## src/rtl/conv_pkg.sv

```systemverilog
// Shared definitions for the 3x3 convolution pipeline: output-mode encodings,
// Sobel reset kernels and the minimum accumulator width rule.
package conv_pkg;

    localparam logic [1:0] MODE_PACKED = 2'd0;
    localparam logic [1:0] MODE_MAG    = 2'd1;
    localparam logic [1:0] MODE_THRESH = 2'd2;

    // Row-major, index 0 = top-left.
    localparam int SOBEL_X [9] = '{-1, 0, 1, -2, 0, 2, -1, 0, 1};
    localparam int SOBEL_Y [9] = '{-1, -2, -1, 0, 0, 0, 1, 2, 1};

    // Nine products of DATA_W x COEF_W bits need four guard bits to sum safely.
    function automatic int acc_w_min(input int data_w, input int coef_w);
        return data_w + coef_w + 4;
    endfunction

endpackage

```

## src/rtl/conv3x3_dot.sv

```systemverilog
// 9-tap signed dot product: registered products (S1) then a registered sum (S2).
// Both stages advance only when en is high so the caller can stall the pipe.
module conv3x3_dot #(
    parameter int DATA_W = 9,
    parameter int COEF_W = 4,
    parameter int ACC_W  = 17
) (
    input  logic                clk,
    input  logic                en,
    input  logic [9*DATA_W-1:0] samples,
    input  logic [9*COEF_W-1:0] coefs,
    output logic [ACC_W-1:0]    acc
);
    localparam int PROD_W = DATA_W + COEF_W;

    logic signed [PROD_W-1:0] prod_p1 [9];
    logic signed [ACC_W-1:0]  sum_c;
    logic signed [ACC_W-1:0]  sum_p2;

    // S1: operands are widened before multiplying so the product is exact.
    always_ff @(posedge clk) begin
        if (en) begin
            for (int k = 0; k < 9; k++) begin
                prod_p1[k] <= PROD_W'($signed(samples[k*DATA_W +: DATA_W]))
                            * PROD_W'($signed(coefs[k*COEF_W +: COEF_W]));
            end
        end
    end

    always_comb begin
        sum_c = '0;
        for (int k = 0; k < 9; k++) begin
            sum_c = sum_c + ACC_W'(prod_p1[k]);
        end
    end

    // S2
    always_ff @(posedge clk) begin
        if (en) begin
            sum_p2 <= sum_c;
        end
    end

    assign acc = sum_p2;

endmodule

```

## src/rtl/conv3x3_pipe.sv

```systemverilog
// Three-stage 3x3 convolution with two programmable kernels and selectable output
// format. Define CONV3X3_SAT_EN to saturate packed fields / clip magnitude instead of truncating.
module conv3x3_pipe
    import conv_pkg::*;
#(
    parameter int DATA_W = 9,
    parameter int COEF_W = 4,
    parameter int ACC_W  = acc_w_min(DATA_W, COEF_W),
    parameter int OUT_W  = 32
) (
    input  logic                clk,
    input  logic                rstb,
    input  logic                win_valid,
    output logic                win_ready,
    input  logic [9*DATA_W-1:0] win_data,
    input  logic [1:0]          mode,
    input  logic [ACC_W:0]      thresh,
    input  logic                coef_we,
    input  logic                coef_sel,
    input  logic [3:0]          coef_idx,
    input  logic [COEF_W-1:0]   coef_wdata,
    output logic [OUT_W-1:0]    pixel_out,
    output logic                conv_valid,
    input  logic                write_ready
);
    localparam int HALF   = OUT_W / 2;
    localparam int EXT_W  = ACC_W + HALF;
    localparam int WIDE_W = ACC_W + OUT_W + 1;
`ifdef CONV3X3_SAT_EN
    localparam logic signed [EXT_W-1:0] FIELD_MAX = {{(ACC_W+1){1'b0}}, {(HALF-1){1'b1}}};
    localparam logic signed [EXT_W-1:0] FIELD_MIN = ~FIELD_MAX;
    localparam logic [WIDE_W-1:0]       MAG_MAX   = {{(ACC_W+1){1'b0}}, {OUT_W{1'b1}}};
`endif

    logic signed [COEF_W-1:0] kx [9];
    logic signed [COEF_W-1:0] ky [9];
    logic [9*COEF_W-1:0]      kx_flat;
    logic [9*COEF_W-1:0]      ky_flat;
    logic                     en;
    logic                     vld_p1, vld_p2;
    logic [1:0]               mode_p1, mode_p2;
    logic [ACC_W:0]           thresh_p1, thresh_p2;
    logic signed [ACC_W-1:0]  gx_p2, gy_p2;

    function automatic logic [HALF-1:0] pack_field(input logic signed [ACC_W-1:0] v);
        logic signed [EXT_W-1:0] ext;
        ext = EXT_W'(v);
`ifdef CONV3X3_SAT_EN
        if (ext > FIELD_MAX)
            ext = FIELD_MAX;
        else if (ext < FIELD_MIN)
            ext = FIELD_MIN;
`endif
        return ext[HALF-1:0];
    endfunction

    // One extra bit so the most negative accumulator value has a representable magnitude.
    function automatic logic [ACC_W:0] abs_ext(input logic signed [ACC_W-1:0] v);
        logic signed [ACC_W:0] e;
        e = (ACC_W+1)'(v);
        return e[ACC_W] ? -e : e;
    endfunction

    function automatic logic [OUT_W-1:0] mag_out(input logic [ACC_W:0] m);
        logic [WIDE_W-1:0] wide;
        wide = WIDE_W'(m);
`ifdef CONV3X3_SAT_EN
        if (wide > MAG_MAX)
            wide = MAG_MAX;
`endif
        return wide[OUT_W-1:0];
    endfunction

    function automatic logic [OUT_W-1:0] fmt(input logic [1:0] m,
                                             input logic signed [ACC_W-1:0] gx,
                                             input logic signed [ACC_W-1:0] gy,
                                             input logic [ACC_W:0] th);
        logic [ACC_W:0]   mag;
        logic [OUT_W-1:0] res;
        mag = abs_ext(gx) + abs_ext(gy);
        case (m)
            MODE_MAG:    res = mag_out(mag);
            MODE_THRESH: res = (mag >= th) ? OUT_W'(8'hFF) : {OUT_W{1'b0}};
            default:     res = {pack_field(gx), pack_field(gy)};  // packed; code 3 aliases it
        endcase
        return res;
    endfunction

    assign en        = !(conv_valid && !write_ready);
    assign win_ready = en;

    always_ff @(posedge clk or negedge rstb) begin
        if (!rstb) begin
            for (int k = 0; k < 9; k++) begin
                kx[k] <= COEF_W'(SOBEL_X[k]);
                ky[k] <= COEF_W'(SOBEL_Y[k]);
            end
        end else if (coef_we && coef_idx < 4'd9) begin
            if (coef_sel)
                ky[coef_idx] <= coef_wdata;
            else
                kx[coef_idx] <= coef_wdata;
        end
    end

    always_comb begin
        kx_flat = '0;
        ky_flat = '0;
        for (int k = 0; k < 9; k++) begin
            kx_flat[k*COEF_W +: COEF_W] = kx[k];
            ky_flat[k*COEF_W +: COEF_W] = ky[k];
        end
    end

    // S1 / S2: products and sums live in the dot units; mode and threshold ride alongside.
    conv3x3_dot #(.DATA_W(DATA_W), .COEF_W(COEF_W), .ACC_W(ACC_W)) u_dot_x (
        .clk     (clk),
        .en      (en),
        .samples (win_data),
        .coefs   (kx_flat),
        .acc     (gx_p2)
    );

    conv3x3_dot #(.DATA_W(DATA_W), .COEF_W(COEF_W), .ACC_W(ACC_W)) u_dot_y (
        .clk     (clk),
        .en      (en),
        .samples (win_data),
        .coefs   (ky_flat),
        .acc     (gy_p2)
    );

    always_ff @(posedge clk) begin
        if (en) begin
            mode_p1   <= mode;
            thresh_p1 <= thresh;
            mode_p2   <= mode_p1;
            thresh_p2 <= thresh_p1;
        end
    end

    // S3: formatted output register; valids advance with the data.
    always_ff @(posedge clk or negedge rstb) begin
        if (!rstb) begin
            vld_p1     <= 1'b0;
            vld_p2     <= 1'b0;
            conv_valid <= 1'b0;
            pixel_out  <= '0;
        end else if (en) begin
            vld_p1     <= win_valid;
            vld_p2     <= vld_p1;
            conv_valid <= vld_p2;
            pixel_out  <= fmt(mode_p2, gx_p2, gy_p2, thresh_p2);
        end
    end

endmodule

```

## config.mk

```make
export PLATFORM = sky130hd
export DESIGN_NAME = conv3x3_pipe
export DESIGN_NICKNAME = d
export VERILOG_FILES = /design/src/rtl/conv_pkg.sv /design/src/rtl/conv3x3_dot.sv /design/src/rtl/conv3x3_pipe.sv
export SDC_FILE = /design/constraint.sdc
export NUM_CORES = 2
export LEC_CHECK = 0
export ABC_AREA = 1
export BUFFER_PORTS_ARGS = -buffer_cell sky130_fd_sc_hd__buf_4
export CAP_MARGIN = 30
export CELL_PAD_IN_SITES_DETAIL_PLACEMENT = 1
export CELL_PAD_IN_SITES_GLOBAL_PLACEMENT = 1
export CORE_ASPECT_RATIO = 0.9
export CORE_UTILIZATION = 50
export CTS_CLUSTER_DIAMETER = 50
export DETAILED_ROUTE_END_ITERATION = 6
export PLACE_DENSITY = 0.92
export SYNTH_ARGS = -nofsm -noshare
export SYNTH_HDL_FRONTEND = slang
export SYNTH_SLANG_ARGS = --single-unit
```

## constraint.sdc

```tcl
create_clock -name clk -period 13.7 [get_ports clk]
set_input_delay 1.37 -clock clk [delete_from_list [all_inputs] [get_ports clk]]
set_output_delay 1.37 -clock clk [all_outputs]
set_load 0.01 [all_outputs]
```

# --- Yosys cells after proc, flatten, opt, wreduce, memory -nomap -nowiden ---
# Memory sizes are Yosys's and may differ from the RTL's.
# Index checks and enable logic that the tools add are counted.
classes:
  order_cmp: 4
  reduce_logical: 7
  eq_ne: 2
  n_bitwise: 2
  multipliers: 18
  muxes: 9
  n_addsub: 19
op_table:
  columns: ["operator", "count"]
  rows:
  - ["multiplier 9 x 4 -> 13 bit", 18]
  - ["adder 17 x 13 -> 17 bit", 12]
  - ["bitwise mux 36 bit", 2]
  - ["one-hot mux 32 bit (2 select lines)", 1]
  - ["2-to-1 mux 18 bit", 2]
  - ["negation 17 -> 18 bit", 2]
  - ["adder 14 x 13 -> 15 bit", 2]
  - ["adder 13 x 13 -> 14 bit", 2]
  - ["adder 18 bit", 1]
  - ["greater-or-equal comparator 18 bit", 1]
  - ["demux 4 bit (select 4 bit)", 1]
  - ["2-to-1 mux 8 bit", 1]
  - ["greater-or-equal comparator 5 bit, second input constant", 1]
  - ["< comparator 5 x 1 -> 1 bit, second input constant", 1]
  - ["inverter 4 -> 5 bit", 1]
  - ["< comparator 4 bit, second input constant", 1]
  - ["2-to-1 mux 4 bit", 1]
  - ["AND reduction 2 bit", 2]
  - ["logical AND 1 bit", 3]
  - ["== test 2 x 1 -> 1 bit, second input constant", 1]
  - ["== test 2 bit, second input constant", 1]
  - ["zero test 1 bit", 2]
  - ["2-to-1 mux 1 bit", 1]
  - ["inverter 1 bit", 1]
word_totals:
  memories: 2
  reg_bits: 181
  word_cells: 91
  out_inout_bits: 34
  ram_bits: 234
  in_bits: 115
memory_table:
  columns: ["memory", "depth", "word_bits", "read_ports", "rd_clocked_by_memory_dff", "write_ports", "line", "text"]
  rows:
  - ["u_dot_x.prod_p1", 9, 13, 9, 0, 9, "conv3x3_dot.sv:16", "logic signed [PROD_W-1:0] prod_p1 [9];"]
  - ["u_dot_y.prod_p1", 9, 13, 9, 0, 9, "conv3x3_dot.sv:16", null]

# --- Longest topological paths before layout ---
depth:
  ltp_word: 8
  depth_mapped: 28

# --- Modules after synthesis ---
# From an unflattened synthesis, not the netlist that was laid out.
unflattened:
  hier_cells: 5504
  hier_area_um2: 46357.0
by_module_without_submodules:
  columns: ["module", "n_inst", "cells_each", "area_per_inst_um2"]
  rows:
  - ["conv3x3_dot (u_dot_y)", 1, 2303, 19232.2]
  - ["conv3x3_dot (u_dot_x)", 1, 2296, 19220.9]
  - ["conv3x3_pipe", 1, 905, 7903.8]

# --- Least setup slack after synthesis ---
# Ideal clock, no wire load.
synth_path:
  kind: "in2out"
  start: "input port write_ready"
  end: "output port win_ready"
  path_stages: 3
  required_time_ns: 12.330
  t_arrival_ns: 10.130
  path_slack_ns: 2.200
  path_cell_list: "nor2_2 -> inv_1 -> clkbuf_1"
synth_via:
  elab_chain_cells: 3
synth_rtl:
  columns: ["item", "line", "text"]
  rows:
  - ["from (decl)", "conv3x3_pipe.sv:24", "input logic write_ready"]
  - ["zero test 1 bit", "conv3x3_pipe.sv:89", "assign en = !(conv_valid && !write_ready);"]
  - ["logical AND 1 bit", "conv3x3_pipe.sv:89", null]
  - ["zero test 1 bit", "conv3x3_pipe.sv:89", null]
  - ["to (decl)", "conv3x3_pipe.sv:14", "output logic win_ready,"]
# Every way passes these cells.

==> out/metrics.cfg <==
[outcome]
status=finished with violations
violations=design-rule violations

[flow_run]
maxCapViolations=0

[die]
die-area_um2=89680
die_h_um=284.2
core-area_um2=87630
num_rows=103
die_width_um=315.6
start_util=0.5049
num_io_pins=149

[synthesis]
syn_area_per_cell_um2=9.040
yosysUniqueCellTypes=42
syn_area_um2=44240
ys_seq_area_frac=0.2704
yosysMostFrequentCell=inv_1
syn-instance-count=4894
yosys.area.top_type=fa_1
async_reset_ff_frac=0.2578
synth_top_cell_area_share=0.2312
syn-num-nets=6017
ys_ff_latch=415
yosys_warnings=0
synthFlopType=edfxtp_1
synth.area.top_cells=fa_1 (23%), edfxtp_1 (21%), ha_1 (14%)
ys_top_cells_by_count=inv_1 (1,125), nand2_1 (1,076), fa_1 (511)
synth_edf_count=308

[global_route]
grt_max_degree=152
antenna_found_initial=13
grt_usage=0.4041
grt_pass1_wl_um=269600
grt_pass1_vias=43285
grt_overflow=0

[route]
ant_nets=0
top_layer=met5
first_iter_violations=4003
wl_um=178800
detail_route.wl_per_cell_um=28.64
wl_met1_um=58860
vias=38350
vias_per_cell=6.143
drt_first_pass_iters=7
dr_wl_met2_um=82790
met3_length_um=18150
drt_drc_violations_left=16

[sta]
finalSetupTns_ns=0
period_minus_slack_ns=6.932
rsz0062_at_grt=false
final-hold-violation-count=0
worst_pin_slew_ns=1.237
hold_ws_ns=0.4169
slew_headroom=0.1751
fmax_mhz=144.3
finalCritPeriodShare=0.5060
drv_slew=0
fin_ws_ns=6.768
fin_skew_ns=0.05703
setup_viol=0

[clock_tree]
cts_buffers=67
clk_path_buf_depth=3
post_cts_buffers=0
cts_tree=done
clk_latency_ns=0.67
holdBufCountCts=0
clkSinkCount=415
cts_resized=0
clkTransAtPathRegs_ns=0.07
cts-htree-levels=3
root_buffer=clkbuf_16

[worst_setup_path]
worstPathRequired_ns=14.08
slowest_stage=fa_1
endpoint_kind=register
crit_top_cell=fa_1
cp_slowest_stage_delay_ns=0.57
cp-start-kind=register
startpoint=u_dot_y.prod_p1[2][1]$_DFFE_PN_
critPathBufInv=4
path_depth=25
path_class=reg2reg
critical_path.max_fanout=4
path_delay_family=adder cells
worstRegToRegCells=25
arrival_ns=7.31
r2r-start=u_dot_y.prod_p1[2][1]$_DFFE_PN_

[min_path]
min-delay-path-class=reg2reg
hold_depth=0
hold_start=thresh_p1[10]$_DFFE_PN_

[place]
dp_slack_ns=7.346
place_hpwl_um=118500
place_congestion=0.9386
port_buffers=148
placed_area_um2=46540

[finish]
fin_nets=6152
final_cell_area_um2=48860
drive_gt1_frac=0.06475
syn_to_final_growth_pct=10.43

-- state kept, by name, summed over array words and instances (netlist names), 17 cells and up --
name	count
thresh_p2	18
u_dot_y.prod_p1	117
kx	36
pixel_out	32
u_dot_x.prod_p1	117
u_dot_x.acc	17
ky	36
u_dot_y.acc	17
thresh_p1	18
-- logic make-up (layout without fill, tap and decap cells) --
kind of cell | after synthesis | after routing | synth area share
adder cells (fa/ha/maj) | 1008 | 1008 | 0.3718
other | 0 | 7 | 0
AND/OR/NAND/NOR | 1452 | 1452 | 0.1326
flip-flops | 415 | 415 | 0.2704
XOR/XNOR | 296 | 296 | 0.05860
AO/OA/AOI/OAI | 502 | 502 | 0.06287
buffers and inverters | 1221 | 1408 | 0.1038
-- path summary, 6_finish.rpt --
kind	to	slack [ns]
hold / removal	thresh_p2[10]$_DFFE_PN_	0.42
setup / recovery	u_dot_y.acc[16]$_DFFE_PN_	6.77
hold reg to reg	thresh_p2[10]$_DFFE_PN_	0.42
max in group asynchronous	ky[19]$_DFFE_PN0P_	11.43
setup reg to reg	u_dot_y.acc[16]$_DFFE_PN_	6.77
min in group asynchronous	vld_p1$_DFFE_PN0N_	0.79
-- routing by layer --
metal / global-route usage / up-vias
met2: 0.6485 / 2725
met5: 0 / -
met1: 0.4301 / 18939
met3: 0.1243 / 1213
met4: 0.3541 / 20
li1: - / 15453
-- cell usage in the layout (no fill, tap or decap), types with 18 or more instances in the layout --
cell / instances
inv_1: 1124
nand2_1: 1076
fa_1: 511
ha_1: 497
edfxtp_1: 308
a21oi_1: 233
xor2_1: 177
nor2_1: 172
o21ai_0: 162
buf_4: 158
xnor2_1: 119
nand3_1: 95
dfrtp_1: 79
clkbuf_16: 70
nand4_1: 40
a21o_1: 33
dfstp_2: 28
nor3_1: 21
or2_2: 18
-- metrics by stage --
| step | instances | util |
|---|---|---|
| after floorplan | 4894 | - |
| after global placement | 6112 | 0.5310 |
| after detailed placement | 6112 | 0.5310 |
| after CTS | 6233 | 0.5571 |
| after global routing | 6236 | 0.5573 |
| final | 6243 | 0.5575 |
-- layout make-up --
class	instances	area, um2
Clock inverter	40	466.7
Sequential cell	415	11960
Tap cell	1155	1445
Antenna cell	7	17.52
Multi-Input combinational cell	3258	27690
Inverter	1125	4230
Timing Repair Buffer	162	1229
Clock buffer	81	1813
Fill cell	10029	38780
Power is not shown: default switching activity piles up to over one toggle a cycle in this logic, so the estimate is an artifact.
